--- src/rtl/moore_timed_sequencer_pkg.sv ---
// Shared types and helpers for the timed Moore phase sequencer.
package moore_seq_pkg;

  typedef enum logic [1:0] {
    StIdle,
    StRun,
    StDone
  } seq_state_e;

  // Output pattern driven whenever the sequencer is not running.
  localparam int unsigned IDLE_PAT = 0;

  function automatic int unsigned phase_w(input int unsigned n);
    return (n > 1) ? $clog2(n) : 1;
  endfunction

endpackage

--- src/rtl/moore_timed_sequencer_if.sv ---
// Control/config/status bundle of the timed sequencer; master drives config, slave is the DUT.
interface moore_timed_sequencer_if
  import moore_seq_pkg::*;
#(
  parameter int unsigned N_PHASE = 4,
  parameter int unsigned OUT_W   = 3,
  parameter int unsigned TIME_W  = 8,
  parameter int unsigned CNT_W   = 8
) ();

  localparam int unsigned PHASE_W = phase_w(N_PHASE);

  logic                      start;
  logic                      stop;
  logic                      mode_loop;
  logic [CNT_W-1:0]          rounds;
  logic [N_PHASE*TIME_W-1:0] dur_flat;
  logic [N_PHASE*OUT_W-1:0]  pat_flat;
  logic [OUT_W-1:0]          out;
  logic [PHASE_W-1:0]        phase;
  logic                      busy;
  logic                      done;
  logic [CNT_W-1:0]          round_cnt;

  modport master (
    output start, stop, mode_loop, rounds, dur_flat, pat_flat,
    input  out, phase, busy, done, round_cnt
  );

  modport slave (
    input  start, stop, mode_loop, rounds, dur_flat, pat_flat,
    output out, phase, busy, done, round_cnt
  );

endinterface

--- src/rtl/moore_timed_sequencer_phase_timer.sv ---
// Per-phase down-counter: load max(dur,1)-1, count down while enabled, tc at zero.
module phase_timer #(
  parameter int unsigned TIME_W = 8
) (
  input  logic              clk,
  input  logic              reset,
  input  logic              load,
  input  logic              en,
  input  logic [TIME_W-1:0] dur,
  output logic              tc
);

  logic [TIME_W-1:0] cnt_q;

  // A zero duration loads the same value as one, so both last a single cycle.
  always_ff @(posedge clk or negedge reset) begin
    if (!reset) begin
      cnt_q <= '0;
    end else if (load) begin
      cnt_q <= (dur == '0) ? '0 : dur - TIME_W'(1);
    end else if (en && (cnt_q != '0)) begin
      cnt_q <= cnt_q - TIME_W'(1);
    end
  end

  assign tc = (cnt_q == '0);

endmodule

--- src/rtl/moore_timed_sequencer.sv ---
// Timed Moore phase sequencer with one-shot/loop modes and a round counter.
// Define SEQ_OUT_REG_EN to add one register stage on out/phase/busy/done.
module moore_timed_sequencer
  import moore_seq_pkg::*;
#(
  parameter int unsigned N_PHASE = 4,
  parameter int unsigned OUT_W   = 3,
  parameter int unsigned TIME_W  = 8,
  parameter int unsigned CNT_W   = 8
) (
  input logic                    clk,
  input logic                    reset,
  moore_timed_sequencer_if.slave bus
);

  localparam int unsigned        PHASE_W    = phase_w(N_PHASE);
  localparam logic [PHASE_W-1:0] LAST_PHASE = PHASE_W'(N_PHASE - 1);

  seq_state_e                state_q;
  logic [PHASE_W-1:0]        phase_q;
  logic [CNT_W-1:0]          round_q;
  logic [CNT_W-1:0]          rounds_q;
  logic                      loop_q;
  logic [N_PHASE*TIME_W-1:0] dur_q;
  logic [N_PHASE*OUT_W-1:0]  pat_q;

  logic               tc;
  logic               tmr_load;
  logic               tmr_en;
  logic [TIME_W-1:0]  tmr_dur;
  logic               last_phase;
  logic               last_round;
  logic [PHASE_W-1:0] next_phase;

  assign last_phase = (phase_q == LAST_PHASE);
  assign next_phase = last_phase ? '0 : phase_q + PHASE_W'(1);
  assign last_round = !loop_q && ((round_q + CNT_W'(1)) == rounds_q);

  // In IDLE the timer is primed straight from the input, before config is latched.
  always_comb begin
    tmr_load = 1'b0;
    tmr_en   = 1'b0;
    tmr_dur  = bus.dur_flat[TIME_W-1:0];
    case (state_q)
      StIdle: tmr_load = bus.start;
      StRun: begin
        tmr_en   = !bus.stop;
        tmr_load = !bus.stop && tc && !(last_phase && last_round);
        tmr_dur  = dur_q[next_phase*TIME_W +: TIME_W];
      end
      default: ;
    endcase
  end

  phase_timer #(
    .TIME_W(TIME_W)
  ) u_phase_timer (
    .clk  (clk),
    .reset(reset),
    .load (tmr_load),
    .en   (tmr_en),
    .dur  (tmr_dur),
    .tc   (tc)
  );

  always_ff @(posedge clk or negedge reset) begin
    if (!reset) begin
      state_q  <= StIdle;
      phase_q  <= '0;
      round_q  <= '0;
      rounds_q <= '0;
      loop_q   <= 1'b0;
      dur_q    <= '0;
      pat_q    <= '0;
    end else begin
      case (state_q)
        StIdle: begin
          if (bus.start) begin
            dur_q    <= bus.dur_flat;
            pat_q    <= bus.pat_flat;
            loop_q   <= bus.mode_loop;
            rounds_q <= (bus.rounds == '0) ? CNT_W'(1) : bus.rounds;
            round_q  <= '0;
            phase_q  <= '0;
            state_q  <= StRun;
          end
        end
        StRun: begin
          // Stop wins over a coinciding phase or round end.
          if (bus.stop) begin
            phase_q <= '0;
            state_q <= StIdle;
          end else if (tc) begin
            phase_q <= next_phase;
            if (last_phase) begin
              round_q <= round_q + CNT_W'(1);
              if (last_round) begin
                state_q <= StDone;
              end
            end
          end
        end
        StDone:  state_q <= StIdle;
        default: state_q <= StIdle;
      endcase
    end
  end

  logic [OUT_W-1:0]   out_c;
  logic [PHASE_W-1:0] phase_c;
  logic               busy_c;
  logic               done_c;

  always_comb begin
    out_c   = OUT_W'(IDLE_PAT);
    phase_c = '0;
    busy_c  = (state_q == StRun);
    done_c  = (state_q == StDone);
    if (busy_c) begin
      out_c   = pat_q[phase_q*OUT_W +: OUT_W];
      phase_c = phase_q;
    end
  end

`ifdef SEQ_OUT_REG_EN
  logic [OUT_W-1:0]   out_q;
  logic [PHASE_W-1:0] phase_out_q;
  logic               busy_q;
  logic               done_q;

  always_ff @(posedge clk or negedge reset) begin
    if (!reset) begin
      out_q       <= '0;
      phase_out_q <= '0;
      busy_q      <= 1'b0;
      done_q      <= 1'b0;
    end else begin
      out_q       <= out_c;
      phase_out_q <= phase_c;
      busy_q      <= busy_c;
      done_q      <= done_c;
    end
  end

  assign bus.out   = out_q;
  assign bus.phase = phase_out_q;
  assign bus.busy  = busy_q;
  assign bus.done  = done_q;
`else
  assign bus.out   = out_c;
  assign bus.phase = phase_c;
  assign bus.busy  = busy_c;
  assign bus.done  = done_c;
`endif

  assign bus.round_cnt = round_q;

endmodule

--- src/flat_wrapper.sv ---
// flat-port wrapper written by rule: the top's interface ports become plain ports
module moore_timed_sequencer_flat import moore_seq_pkg::*;
#(
  parameter int unsigned N_PHASE = 4,
  parameter int unsigned OUT_W   = 3,
  parameter int unsigned TIME_W  = 8,
  parameter int unsigned CNT_W   = 8
)
  (clk, reset, bus_start, bus_stop, bus_mode_loop, bus_rounds, bus_dur_flat, bus_pat_flat, bus_out, bus_phase, bus_busy, bus_done, bus_round_cnt);
  moore_timed_sequencer_if #(.N_PHASE(N_PHASE), .OUT_W(OUT_W), .TIME_W(TIME_W), .CNT_W(CNT_W)) bus_i ();
  input logic clk;
  input logic reset;
  input wire logic [$bits(bus_i.start)-1:0] bus_start;
  input wire logic [$bits(bus_i.stop)-1:0] bus_stop;
  input wire logic [$bits(bus_i.mode_loop)-1:0] bus_mode_loop;
  input wire logic [$bits(bus_i.rounds)-1:0] bus_rounds;
  input wire logic [$bits(bus_i.dur_flat)-1:0] bus_dur_flat;
  input wire logic [$bits(bus_i.pat_flat)-1:0] bus_pat_flat;
  output wire logic [$bits(bus_i.out)-1:0] bus_out;
  output wire logic [$bits(bus_i.phase)-1:0] bus_phase;
  output wire logic [$bits(bus_i.busy)-1:0] bus_busy;
  output wire logic [$bits(bus_i.done)-1:0] bus_done;
  output wire logic [$bits(bus_i.round_cnt)-1:0] bus_round_cnt;
  assign bus_i.start = bus_start;
  assign bus_i.stop = bus_stop;
  assign bus_i.mode_loop = bus_mode_loop;
  assign bus_i.rounds = bus_rounds;
  assign bus_i.dur_flat = bus_dur_flat;
  assign bus_i.pat_flat = bus_pat_flat;
  assign bus_out = bus_i.out;
  assign bus_phase = bus_i.phase;
  assign bus_busy = bus_i.busy;
  assign bus_done = bus_i.done;
  assign bus_round_cnt = bus_i.round_cnt;
  moore_timed_sequencer #(.N_PHASE(N_PHASE), .OUT_W(OUT_W), .TIME_W(TIME_W), .CNT_W(CNT_W)) u_core (.clk(clk), .reset(reset), .bus(bus_i));
endmodule
--- config.mk ---
export PLATFORM = sky130hd
export DESIGN_NAME = moore_timed_sequencer_flat
export DESIGN_NICKNAME = d
export VERILOG_FILES = /design/src/rtl/moore_timed_sequencer_pkg.sv /design/src/rtl/moore_timed_sequencer_if.sv /design/src/rtl/moore_timed_sequencer_phase_timer.sv /design/src/rtl/moore_timed_sequencer.sv /design/src/flat_wrapper.sv
export SDC_FILE = /design/constraint.sdc
export NUM_CORES = 1
export LEC_CHECK = 0
export CORE_ASPECT_RATIO = 0.6
export CORE_MARGIN = 2
export CORE_UTILIZATION = 50
export DETAILED_ROUTE_END_ITERATION = 6
export GPL_ROUTABILITY_DRIVEN = 0
export HOLD_SLACK_MARGIN = 0.02
export PLACE_DENSITY = 0.77
export REMOVE_ABC_BUFFERS = 1
export SYNTH_ARGS = -nofsm -noshare
export SYNTH_HDL_FRONTEND = slang
export SYNTH_HIERARCHICAL = 1
export SYNTH_SLANG_ARGS = --single-unit
--- constraint.sdc ---
create_clock -name clk -period 9.2 [get_ports clk]
set_clock_uncertainty 0.1 [all_clocks]
set_input_delay 1.84 -clock clk [delete_from_list [all_inputs] [get_ports clk]]
set_output_delay 1.84 -clock clk [all_outputs]
set_load 0.02 [all_outputs]
==> impl_metrics.py, run 1 <==
metrics = {
    "finish": {
        "final_cells": 602,
        "drive_above_1_share_pct": 9.64,
        "final_util_pct": 66.4,
        "regArea_um2": 1830,
        "area_growth_pct": 26.0,
        "multi_input_area_um2": 1950,
        "final_nets": 557,
        "fillerInstances": 634,
        "antenna_cells": 0,
    },
    "clock_tree": {
        "cts_setup_buffers": 0,
        "clk_root_buffer_cell": "clkbuf_16",
        "htreeDepth": 3,
        "cts_inserted_buffers": 9,
        "cts_sinks": 73,
        "hold_buffers": 0,
        "cts_tree": "done",
        "clk_latency_ps": 340,
        "cts_resized": 0,
        "path_clk_slew_ps": 50,
        "cts.path.max_buffers": 2,
    },
    "setup_path": {
        "crit_type": "primary input to flop",
        "arrival_ps": 4440,
        "crit_fanout": 59,
        "start_kind": "primary input",
        "r2r_slack_ps": 5550,
        "crit_path_end_kind": "flop",
        "required_ps": 9320,
    },
    "power": {
        "switching_share_pct": 32.2,
        "cellLeakagePower_nw": 2.25,
        "clockPowerShare_pct": 30.2,
        "power_frac_comb_pct": 29.2,
        "peakVddDrop_v": 0.000101,
        "p_sw_w": 0.000348,
        "p_per_area_nw_per_um2": 218,
        "pwr-share-seq_pct": 40.6,
        "p_int_w": 0.000732,
    },
    "sta": {
        "rsz0062_at_grt": "no",
        "setup_ws_ps": 4880,
        "max-slew-margin-rel_pct": 29.2,
        "fmax_ghz": 0.231,
        "fin_crit_sh_pct": 47.0,
        "layout_min_cycle_time_ps": 4320,
        "holdWs_ps": 375,
        "setup_violations": 0,
        "tightest_slew_ps": 1060,
        "drv_slew": 0,
        "setup_tns_ps": 0,
        "hold_viol_final": 0,
    },
    "detailed_routing": {
        "dr.pass1.iters": 5,
        "viasPerCell": 5.49,
        "drt_wl_total_um": 9640,
        "via_count": 3306,
        "postRouteAntennaNets": 0,
        "wl_per_cell_um": 16.0,
        "drc": 0,
        "drtIter0Drc": 297,
    },
    "floorplan": {
        "die-area_um2": 8600,
        "pin_count": 72,
        "die_w_um": 118,
        "initial_core_util_pct": 52.7,
        "num_rows": 24,
        "core_area_um2": 7450,
        "die_h_um": 72.7,
    },
    "logic_synthesis": {
        "async_flop_share_pct": 100,
        "syn_inst": 434,
        "synth_area_per_cell_um2": 9.05,
        "yosysSeqAreaShare_pct": 46.5,
        "yosysWarnings": 6,
        "synthFlopType": "dfrtp_1",
        "synth_edf_count": 0,
        "synth_area_um2": 3930,
        "synth.distinct_cells": 52,
        "ys_seq_elements": 73,
    },
    "global_routing": {
        "grt_use_total_pct": 24.3,
        "grt_start_max_net_pins": 74,
        "grt_pass1_vias": 3231,
        "antenna_found_initial": 0,
        "overflow": 0,
        "grt_pass1_wl_um": 16000,
    },
    "place": {
        "numPlacedInstances": 587,
        "io_buffer_count": 71,
        "pre_cts_ws_ps": 4560,
        "hpwlAfterDp_um": 6800,
    },
    "min_path": {
        "hold_class": "flop to flop",
    },
    "job": {
        "drv_cap": 0,
    },
    "outcome": {
        "outcome": "finished, final reports clean",
    },
}
==> through the flow <==
| step | area, um2 | power, W |
|---|---|---|
| 4_1_cts | 4950 | 0.00108 |
| 2_1_floorplan | 3810 | 0.000644 |
| 5_1_grt | 4950 | 0.00114 |
| 6_report | 4950 | 0.00108 |
| 3_5_place_dp | 4670 | 0.000752 |
| 3_3_place_gp | 4670 | 0.000737 |
==> flip-flops by register name (all words and copies together), names as in the netlist <==
signal / flops
u_core/u_phase_timer/cnt_q: 8
u_core/rounds_q: 8
u_core/loop_q: 1
u_core/bus.round_cnt: 8
u_core/phase_q: 2
u_core/state_q: 2
u_core/pat_q: 12
u_core/dur_q: 32
==> worst max-delay path, cell delays in order <==
cell and delay, ps:
clkdlybuf4s50_1 440, nand2_2 780, o21ai_0 630, inv_1 290
a21o_1 220, o22ai_1 120, o31a_2 110
==> synthesized netlist by cell type (3+ instances only) <==
master / count / share of area, %
and2_1: 7 / 1.1
nand2_1: 173 / 17
inv_1: 11 / 1.1
nor2_1: 12 / 1.1
nand3_1: 8 / 1.0
buf_4: 3 / 0.57
a21oi_1: 8 / 1.0
xnor2_1: 9 / 2.0
nand4_1: 5 / 0.80
nor4_1: 3 / 0.48
dfrtp_1: 73 / 47
mux4_2: 11 / 6.3
nor2b_1: 3 / 0.48
o31ai_1: 6 / 1.1
o22ai_1: 6 / 0.96
ha_1: 6 / 1.9
clkbuf_1: 11 / 1.1
o21ai_0: 14 / 1.8
nor3b_1: 3 / 0.57
buf_2: 5 / 0.64
nor3_1: 4 / 0.51
buf_1: 4 / 0.38
xor2_1: 9 / 2.0
mux2_2: 8 / 2.3
==> per-layer routing <==
layer	track usage, %	routed length (um)	share of wire (%)	vias up
met1	34.3	4610	48	1598
li1	-	-	-	1577
met2	37.2	4280	44	125
met5	0	0	0	-
met3	7.97	685	7.1	6
met4	5.56	70	0.73	0
==> power groups by stage <==
stage	Sequential, W	Clock [W]	Combinational, W
2_1_floorplan	0.000426	0	0.000217
3_3_place_gp	0.000439	0	0.000299
3_5_place_dp	0.000442	0	0.000310
4_1_cts	0.000437	0.000332	0.000315
5_1_grt	0.000446	0.000345	0.000351
6_report	0.000438	0.000326	0.000316
==> cell families after synthesis <==
kind of cell	after synthesis	share of synthesized area (%)
compound gates	51	8.63
xor+xnor	18	4.01
fa+ha+maj	6	1.91
buf+inv	35	3.98
flops	73	46.5
mux	20	8.86
simple gates	231	26.1
==> cells in the final DEF (no fill, tap or decap), drive strengths merged, types with 4 or more instances in the layout <==
cell type	synthesis	layout
a21oi	8	8
clkdlybuf4s50	0	70
ha	6	6
nor3	4	4
and2	7	7
nor2	13	13
mux4	11	11
xor2	9	9
o21ai	14	14
nand3	8	8
nor3b	4	4
clkbuf	11	11
o22ai	6	6
nor4	4	4
nand4	5	5
o31ai	6	6
dfrtp	73	73
xnor2	9	9
mux2	8	8
nand2	173	173
inv	11	11
==> final cells by class <==
type,count,area share [%]
tap,104,2.63
clock buffer,11,5.11
inverter,11,0.834
sequential,73,36.9
timing repair buffer,73,14.6
clock inverter,4,0.582
multi-input combinational,326,39.4
==> worst paths after layout <==
| kind | end | start | cells past startpoint |
|---|---|---|---|
| setup / recovery | u_core/u_phase_timer/cnt_q[2]$_DFFE_PN0P_ | bus_start | 7 |
| hold / removal | u_core/dur_q[4]$_DFFE_PN0P_ | u_core/dur_q[4]$_DFFE_PN0P_ | 2 |
| setup reg to reg | u_core/u_phase_timer/cnt_q[7]$_DFFE_PN0P_ | u_core/phase_q[0]$_DFFE_PN0P_ | 7 |
| hold reg to reg | u_core/dur_q[4]$_DFFE_PN0P_ | u_core/dur_q[4]$_DFFE_PN0P_ | 2 |
| max in group asynchronous | u_core/u_phase_timer/cnt_q[5]$_DFFE_PN0P_ | reset | 2 |
| min in group asynchronous | u_core/pat_q[11]$_DFFE_PN0P_ | reset | 2 |
Power figures use the tool's default switching activity.
==> inputs of run 2 (changes only) <==
CORE_UTILIZATION = 48   (was 50)
clock period = 3.6 ns   (was 9.2 ns; I/O delays follow)
==> run 2 against run 1 <==
Sequential share of layout area fell by 0.61 points. Worst hold slack worse by 1.6 ps. Routed wire length down 4.4%. Die area up 4.0%. Clock-buffer cell count is 1 higher.
==> impl_metrics.py, run 2 (synthesis gave the netlist of run 1 again) <==
metrics = {
    "finish": {
        "final_cell_mix": "nand2_1 (172), dfrtp_1 (73), clkdlybuf4s50_1 (70)",
        "drive_above_1_share_pct": 10.3,
        "antenna_cells": 0,
        "mostFrequentLayoutCell": "nand2_1",
        "final_nets": 562,
        "largest_register_ff_count": 32,
        "regMostFlops": "u_core/dur_q",
        "reg.largest.list": "u_core/dur_q (32), u_core/pat_q (12)",
        "fillerInstances": 656,
        "area_growth_pct": 28.1,
    },
    "detailed_routing": {
        "wl_per_cell_um": 15.1,
        "via_count": 3344,
        "viasPerCell": 5.46,
        "top_layer_used": "met4",
        "drt_wl_total_um": 9220,
        "drtIter0Drc": 292,
        "wl_met3_um": 728,
        "drc": 0,
        "postRouteAntennaNets": 0,
        "dr.pass1.iters": 5,
        "met1_length_um": 4230,
        "met2WireLength_um": 4200,
    },
    "global_routing": {
        "overflow": 0,
        "grt_use_total_pct": 22.4,
        "antenna_found_initial": 0,
        "grt_start_max_net_pins": 74,
        "grt_pass1_wl_um": 15400,
        "grt_pass1_vias": 3168,
    },
    "sta": {
        "setup_violations": 0,
        "rsz0062_at_grt": "no",
        "drv_slew": 0,
        "max-slew-margin-rel_pct": 38.0,
        "layout_min_cycle_time_ps": 3310,
        "tightest_slew_ps": 930,
        "setup_tns_ps": 0,
        "fin_crit_sh_pct": 91.9,
        "holdWs_ps": 373,
        "hold_viol_final": 0,
        "fmax_ghz": 0.302,
    },
    "clock_tree": {
        "clk_latency_ps": 330,
        "htreeDepth": 3,
        "cts_sinks": 73,
        "cts.path.max_buffers": 2,
        "clk_root_buffer_cell": "clkbuf_16",
        "path_clk_slew_ps": 60,
        "hold_buffers": 0,
        "cts_setup_buffers": 0,
        "cts_inserted_buffers": 9,
        "cts_resized": 0,
        "cts_tree": "done",
    },
    "min_path": {
        "whs_path_depth": 2,
        "min_from": "u_core/pat_q[9]$_DFFE_PN0P_",
        "hold_end": "u_core/pat_q[9]$_DFFE_PN0P_",
        "hold_class": "flop to flop",
    },
    "setup_path": {
        "reg2regPathDepth": 8,
        "arrival_ps": 3430,
        "crit_path_end_kind": "flop",
        "required_ps": 3720,
        "worstReg2RegStart": "u_core/phase_q[1]$_DFFE_PN0P_",
        "r2r_slack_ps": 290,
        "crit_fanout": 6,
        "start_kind": "flop",
        "crit_type": "flop to flop",
        "r2r_end": "u_core/u_phase_timer/cnt_q[2]$_DFFE_PN0P_",
    },
    "floorplan": {
        "initial_core_util_pct": 49.6,
        "pin_count": 72,
        "die_w_um": 121,
        "num_rows": 25,
        "die_h_um": 74.1,
        "core_area_um2": 7910,
        "die-area_um2": 8950,
    },
    "place": {
        "io_buffer_count": 71,
        "hpwlAfterDp_um": 6470,
    },
    "job": {
        "drv_cap": 0,
    },
    "power": {
        "peakVddDrop_v": 0.000275,
        "p_per_area_nw_per_um2": 574,
        "cellLeakagePower_nw": 2.30,
    },
    "outcome": {
        "outcome": "finished, final reports clean",
    },
}
-- run 2: cell types whose count changed in the layout (fill, tap and decap cells not counted) --
cell        change
clkbuf_8        -1
clkinv_2        -1
buf_4           +5
clkbuf_1        +2
clkinvlp_4      -1
bufinv_16       +2
-- run 2: final cells by class --
type	instances	area, um2	area share (%)
clock inverters	4	76.3	1.52
flip-flops and latches	73	1830	36.3
inverters	11	41.3	0.820
repair buffers	78	758	15.1
clock buffers	12	246	4.90
multi-input cells	326	1950	38.7
well taps	108	135	2.69
-- run 2: worst max-delay path by stage --
stage,from,endpoint,cells after the start
2_1_floorplan,u_core/phase_q[0]$_DFFE_PN0P_,u_core/u_phase_timer/cnt_q[7]$_DFFE_PN0P_,7
3_3_place_gp,u_core/phase_q[1]$_DFFE_PN0P_,u_core/u_phase_timer/cnt_q[2]$_DFFE_PN0P_,8
3_5_place_dp,u_core/phase_q[1]$_DFFE_PN0P_,u_core/u_phase_timer/cnt_q[2]$_DFFE_PN0P_,8
4_1_cts,u_core/phase_q[1]$_DFFE_PN0P_,u_core/u_phase_timer/cnt_q[2]$_DFFE_PN0P_,8
5_1_grt,u_core/phase_q[1]$_DFFE_PN0P_,u_core/u_phase_timer/cnt_q[6]$_DFFE_PN0P_,8
6_report,u_core/phase_q[1]$_DFFE_PN0P_,u_core/u_phase_timer/cnt_q[2]$_DFFE_PN0P_,8
-- run 2: routing by layer --
metal  GRT usage (%)  vias to the layer above
met5               0                        -
met4            6.85                        0
met3            6.21                        5
met2            35.0                      136
met1            31.1                     1620
li1                -                     1583
-- run 2: power breakdown --
part           internal, W  switching (W)
clock network     0.000627       0.000337
logic             0.000391       0.000413
registers         0.000990       0.000129
total              0.00201       0.000879
-- run 2: stage by stage --
step	power [W]	instances	worst slack, ps	util, %	instance area, um2
final	0.00289	612	290	63.6	5030
after floorplan	0.00164	410	437	-	3810
after global placement	0.00188	596	433	59.5	4710
after CTS	0.00290	612	293	63.6	5030
after detailed placement	0.00192	596	329	59.5	4710
after global routing	0.00305	612	9.06	63.6	5030
-- run 2: critical path, cell delays in order (launching register included) --
cell,delay (ps)
dfrtp_1,460
ha_1,510
buf_4,220
mux4_2,490
mux2_2,320
nor4_1,550
a21o_1,300
o22ai_1,120
o31a_2,120
